### src/rtl/mem_cycle_arbiter.sv
// Shares one core-memory model between the CPU and the data-break port, sequencing each
// start/done/release handshake and supplying read-restore write-back data.
module mem_cycle_arbiter #(
    parameter int unsigned ADDR_W  = 15,
    parameter int unsigned DATA_W  = 12,
    parameter int unsigned BRK_MAX = 4,
    parameter int unsigned TIMEOUT = 255
) (
    input  logic              clk,
    input  logic              rst_n,
    input  logic              cpu_req,
    input  logic              cpu_we,
    input  logic [ADDR_W-1:0] cpu_addr,
    input  logic [DATA_W-1:0] cpu_wdata,
    output logic              cpu_ack,
    output logic [DATA_W-1:0] cpu_rdata,
    input  logic              brk_req,
    input  logic              brk_we,
    input  logic [ADDR_W-1:0] brk_addr,
    input  logic [DATA_W-1:0] brk_wdata,
    output logic              brk_ack,
    output logic [DATA_W-1:0] brk_rdata,
    output logic              mem_start,
    input  logic              mem_done_n,
    output logic [ADDR_W-1:0] mem_addr,
    output logic [DATA_W-1:0] mem_wdata,
    input  logic [DATA_W-1:0] mem_rdata,
    output logic              grant_brk,
    output logic              busy,
    output logic              timeout_err
);

    localparam int unsigned RUN_W = $clog2(BRK_MAX + 1);
    localparam int unsigned WD_W  = $clog2(TIMEOUT + 1);

    typedef enum logic [1:0] {
        IDLE      = 2'd0,
        START     = 2'd1,
        WAIT_DONE = 2'd2,
        RELEASE   = 2'd3
    } state_t;

    typedef struct packed {
        logic              we;
        logic [ADDR_W-1:0] addr;
        logic [DATA_W-1:0] wdata;
    } cyc_t;

    state_t            state_q, state_d;
    cyc_t              cyc_q, cyc_d;
    logic [RUN_W-1:0]  brk_run_q, brk_run_d;
    logic [WD_W-1:0]   wdog_q, wdog_d;
    logic              mem_start_d, busy_d, grant_brk_d, timeout_err_d;
    logic              cpu_ack_d, brk_ack_d;
    logic [DATA_W-1:0] cpu_rdata_d, brk_rdata_d;

    logic any_req, pick_brk, done_hit, wd_expire, timeout_fire;

    // Break normally wins, except once it has starved a pending CPU for BRK_MAX cycles.
    assign any_req      = cpu_req | brk_req;
    assign pick_brk     = brk_req & ~(cpu_req & (brk_run_q == RUN_W'(BRK_MAX)));
    assign done_hit     = (state_q == WAIT_DONE) & ~mem_done_n;
    assign wd_expire    = (wdog_q == WD_W'(TIMEOUT - 1));
    assign timeout_fire = wd_expire & ((state_q == START) | ((state_q == WAIT_DONE) & mem_done_n));

    always_ff @(posedge clk or negedge rst_n) begin
        if (!rst_n) begin
            state_q <= IDLE;
        end else begin
            state_q <= state_d;
        end
    end

    always_comb begin
        state_d = state_q;
        unique case (state_q)
            IDLE:      if (any_req) state_d = START;
            START:     if (timeout_fire) state_d = RELEASE;
                       else if (mem_done_n) state_d = WAIT_DONE;
            WAIT_DONE: if (done_hit || timeout_fire) state_d = RELEASE;
            RELEASE:   state_d = IDLE;
            default:   state_d = IDLE;
        endcase
    end

    always_comb begin
        cyc_d         = cyc_q;
        grant_brk_d   = grant_brk;
        brk_run_d     = brk_run_q;
        cpu_rdata_d   = cpu_rdata;
        brk_rdata_d   = brk_rdata;
        cpu_ack_d     = 1'b0;
        brk_ack_d     = 1'b0;
        timeout_err_d = timeout_err | timeout_fire;
        mem_start_d   = (state_d == START) || (state_d == WAIT_DONE);
        busy_d        = (state_d != IDLE);
        wdog_d        = ((state_q == START) || (state_q == WAIT_DONE)) ? wdog_q + WD_W'(1) : '0;

        if ((state_q == IDLE) && any_req) begin
            grant_brk_d = pick_brk;
            if (pick_brk) begin
                cyc_d = '{we: brk_we, addr: brk_addr, wdata: brk_wdata};
                if (!cpu_req) begin
                    brk_run_d = '0;
                end else if (brk_run_q != RUN_W'(BRK_MAX)) begin
                    brk_run_d = brk_run_q + RUN_W'(1);
                end
            end else begin
                cyc_d     = '{we: cpu_we, addr: cpu_addr, wdata: cpu_wdata};
                brk_run_d = '0;
            end
        end

        if (done_hit) begin
            if (grant_brk) begin
                brk_ack_d   = 1'b1;
                brk_rdata_d = mem_rdata;
            end else begin
                cpu_ack_d   = 1'b1;
                cpu_rdata_d = mem_rdata;
            end
        end
    end

    always_ff @(posedge clk or negedge rst_n) begin
        if (!rst_n) begin
            cyc_q       <= '0;
            brk_run_q   <= '0;
            wdog_q      <= '0;
            mem_start   <= 1'b0;
            busy        <= 1'b0;
            grant_brk   <= 1'b0;
            timeout_err <= 1'b0;
            cpu_ack     <= 1'b0;
            brk_ack     <= 1'b0;
            cpu_rdata   <= '0;
            brk_rdata   <= '0;
        end else begin
            cyc_q       <= cyc_d;
            brk_run_q   <= brk_run_d;
            wdog_q      <= wdog_d;
            mem_start   <= mem_start_d;
            busy        <= busy_d;
            grant_brk   <= grant_brk_d;
            timeout_err <= timeout_err_d;
            cpu_ack     <= cpu_ack_d;
            brk_ack     <= brk_ack_d;
            cpu_rdata   <= cpu_rdata_d;
            brk_rdata   <= brk_rdata_d;
        end
    end

    // Restore cycles write back the word just read; write data must track mem_rdata directly.
    assign mem_addr  = cyc_q.addr;
    assign mem_wdata = (state_q == IDLE) ? '0 : (cyc_q.we ? cyc_q.wdata : mem_rdata);

endmodule

### config.mk
export PLATFORM = sky130hd
export DESIGN_NAME = mem_cycle_arbiter
export DESIGN_NICKNAME = d
export VERILOG_FILES = /design/src/rtl/mem_cycle_arbiter.sv
export SDC_FILE = /design/constraint.sdc
export NUM_CORES = 1
export LEC_CHECK = 0
export BUFFER_PORTS_ARGS = -buffer_cell sky130_fd_sc_hd__buf_2
export CAP_MARGIN = 10
export CORE_AREA = 2 2 101 74
export CTS_BUF_LIST = sky130_fd_sc_hd__clkbuf_4 sky130_fd_sc_hd__clkbuf_8 sky130_fd_sc_hd__clkbuf_16
export DETAILED_ROUTE_END_ITERATION = 10
export DIE_AREA = 0 0 103 76
export GPL_TIMING_DRIVEN = 0
export PLACE_DENSITY = 0.85
export SLEW_MARGIN = 20
export SYNTH_ARGS = -nofsm -noshare
export SYNTH_HDL_FRONTEND = slang
export SYNTH_SLANG_ARGS = --single-unit
export TNS_END_PERCENT = 10
### constraint.sdc
create_clock -name clk -period 5.5 [get_ports clk]
set_clock_uncertainty 0.15 [all_clocks]
set_input_delay 0 -clock clk [delete_from_list [all_inputs] [get_ports clk]]
set_output_delay 0 -clock clk [all_outputs]
set_load 0.05 [all_outputs]
==> impl_metrics.tcl <==
set metrics [dict create \
    first_pass_iters 5 \
    critPathArrivalTime_ns 2.42 \
    layoutNonFillerInstCount 661 \
    antenna_found_initial 0 \
    via_count 3538 \
    final_net_count 641 \
    met3_usage_pct 7.34 \
    die_area_um2 7830 \
    syn_area_um2 3530 \
    ys_async_sr_fraction_pct 100 \
    place_area_um2 4320 \
    worst_slack_after_detailed_placement_ns 3.30 \
    worstHoldPathType "primary input to flip-flop" \
    postRouteWirelength_um 10900 \
    post-route-min-period_ns 2.57 \
    first_global_vias 3645 \
    cp_slowest_cell "sky130_fd_sc_hd__clkbuf_1" \
    root_buffer "sky130_fd_sc_hd__clkbuf_8" \
    globalRoute.busiestLayer "met2" \
    slew-limit-headroom_pct 64.4 \
    layout_overhead_on_the_synthesized_area_pct 50.1 \
    grt_max_degree 44 \
    vdd.ir_drop.worst_uv 372 \
    synth_top_flop_cell "sky130_fd_sc_hd__dfrtp_1" \
    synth_enable_flop_cells 0 \
    clkLatencyLatePin_ns 0.36 \
    final_period_util_pct 46.8 \
    tritoncts "done" \
    cts_resized 0 \
    drt-initial-drc-count 172 \
    grt.overflow.total 0 \
    place_inst 572 \
    syn_nets 426 \
    diodes_inserted 0 \
    crit_path_cell_trace "inv_1, ha_1, buf_2, clkbuf_1, clkbuf_1, nor2_1, buf_2" \
    core.rowCount 26 \
    grt.total_usage_pct 29.0 \
    cts_made_buffers 9 \
    ys_seq_elements 71 \
    coreArea_um2 6960 \
    finalSetupViolations 0 \
    detailedPlacementHpwl_um 6770 \
    ratio_of_cells_with_drive_above_1_in_the_final_layout_pct 31.3 \
    post-route-drc-count 0 \
    grt_pass1_wl_um 17600 \
    cpPeakStageDelay_ns 0.46 \
    syn_area_per_cell_um2 10.2 \
    synth-seq-area-share_pct 50.4 \
    tightest_slew_ns 0.534 \
    power_per_unit_of_standard_cell_area_nw_per_um2 638 \
    fin_ws_ns 2.93 \
    largest_cells_by_area_after_synthesis "sky130_fd_sc_hd__dfrtp_1 (50%), sky130_fd_sc_hd__mux2_1 (7.7%), sky130_fd_sc_hd__nand2_1 (6.3%), sky130_fd_sc_hd__o211ai_1 (6.0%), sky130_fd_sc_hd__nand4_1 (5.0%)" \
    crit_required_ns 5.35 \
    leakagePower_nw 2.58 \
    grt_util_met2_pct 50.1 \
    synth_warnings 0 \
    gp_routability_congestion 0.797 \
    clk_pin_slew_worst_paths_ns 0.08 \
    max_fclk_mhz 389 \
    worstRegToRegCells 8 \
    run_status "complete, no violations" \
    nFillCells 478 \
    place.port_buffers 129 \
    synth_cells 344 \
    finalSetupTns_ns 0 \
    io-pin-count 130 \
    final_max_slew_viol_count 0 \
    maximum_fanout_along_the_worst_path 10 \
    synth_top_area_cell "sky130_fd_sc_hd__dfrtp_1" \
    worst_setup_path_start_kind "flip-flop" \
    rsz_0062_raised_after_global_routing "no" \
    routedWlPerCell_um 16.5 \
    floorplan.initialDensity_pct 50.6 \
    synth_top_cell_area_share_pct 50.4 \
    final_hold_viol_count 0 \
    post_synth_num_cell_types 40 \
    worst_setup_path_end_kind "output pin" \
    globalRouteMet1Util_pct 35.6 \
    fp.dieH_um 76 \
    worstSetupPathType "flip-flop to output pin" \
    clkSinkCount 71 \
    final_core_util_pct 76.0 \
    drv_cap 0 \
    via_per_inst 5.35 \
    setup.reg_to_reg.worst_slack_ns 2.97 \
    die_width_um 103 \
    hold_ws_ns 0.268 \
    post-synth-top-count-cell "sky130_fd_sc_hd__dfrtp_1" \
    fin_total_pwr_mw 3.38 \
    whs_path_depth 3 \
    drt.antenna.violating_nets 0 \
    netlist_top_cells_count "sky130_fd_sc_hd__dfrtp_1 (71), sky130_fd_sc_hd__nand2_1 (59), sky130_fd_sc_hd__nand4_1 (28), sky130_fd_sc_hd__o211ai_1 (28), sky130_fd_sc_hd__mux2_1 (24)" \
    max-clock-path-buffers 2 \
    postLayoutCellArea_um2 5290 \
    cts_max_level 3 \
]
==> kinds of logic after synthesis <==
| logic type | after synthesis | share of synthesized area, % |
|---|---|---|
| AO/OA/AOI/OAI | 48 | 9.97 |
| XOR/XNOR | 3 | 0.745 |
| adder cells (fa/ha/maj) | 10 | 3.48 |
| buffers and inverters | 52 | 7.52 |
| flip-flops | 71 | 50.4 |
| multiplexers | 36 | 11.1 |
| AND/OR/NAND/NOR | 124 | 16.8 |
==> worst paths after layout <==
| path | from | endpoint |
|---|---|---|
| max in group asynchronous | rst_n | wdog_q[2] |
| worst max-delay path | state_q[0] | mem_wdata[8] |
| min in group asynchronous | rst_n | brk_rdata[10] |
| worst min register to register | timeout_err | timeout_err |
| worst max register to register | state_q[0] | mem_addr[12] |
| worst min-delay path | mem_rdata[0] | brk_rdata[0] |
==> timing repair <==
item                                   4_1_cts  5_1_grt
hold buffers                                74        0
endpoints found under the hold margin      128        0
buffers inserted                             0        0
==> where the power goes <==
part	switching [mW]	internal, mW
sequential	0.139	0.752
combinational	1.33	0.689
clock	0.204	0.266
total	1.67	1.71
==> registers in the layout, summed over array words and instances (netlist names), 2 cells and up <==
name	flops
brk_rdata	12
brk_run_q	3
cpu_rdata	12
cyc_q	13
mem_addr	15
state_q	2
wdog_q	8
==> worst max-delay path, delay by kind of cell (launching register included) <==
kind                     cells  cell delay, ns
AND/OR/NAND/NOR              1            0.12
adder cells (fa/ha/maj)      1            0.15
buffers and inverters        5            1.38
flip-flops                   1            0.41
==> area by class of cell <==
type | instances | area (um2) | area share [%]
plain buffers | 41 | 224 | 4.23
inverters | 11 | 41.3 | 0.780
clock inverters | 5 | 81.3 | 1.54
multi-input cells | 221 | 1480 | 28.0
clock buffers | 10 | 138 | 2.60
well taps | 98 | 123 | 2.32
repair buffers | 204 | 1430 | 26.9
flip-flops and latches | 71 | 1780 | 33.6
==> metal layers <==
metal	part of all wire, %	vias up
li1	-	1635
met4	1.8	0
met2	51	161
met1	41	1718
met3	6.9	24
met5	0	-
==> cells in the final DEF, fill, tap and decap left out, drive strengths merged, types with 2 or more instances in the layout <==
cell / netlist / layout
xor2: 2 / 2
nor2: 19 / 19
dlygate4sd3: 0 / 73
mux2i: 12 / 12
or3: 2 / 2
o31ai: 2 / 2
nand3: 5 / 5
nor3: 3 / 3
mux2: 24 / 24
ha: 9 / 9
o21ai: 3 / 3
a41o: 2 / 2
dfrtp: 71 / 71
nand2: 59 / 59
a21oi: 6 / 6
nand4: 29 / 29
o211ai: 28 / 28
bufinv: 0 / 2
buf: 26 / 157
inv: 11 / 12
clkbuf: 15 / 25
Note: power is estimated with default switching activity, not from simulation.
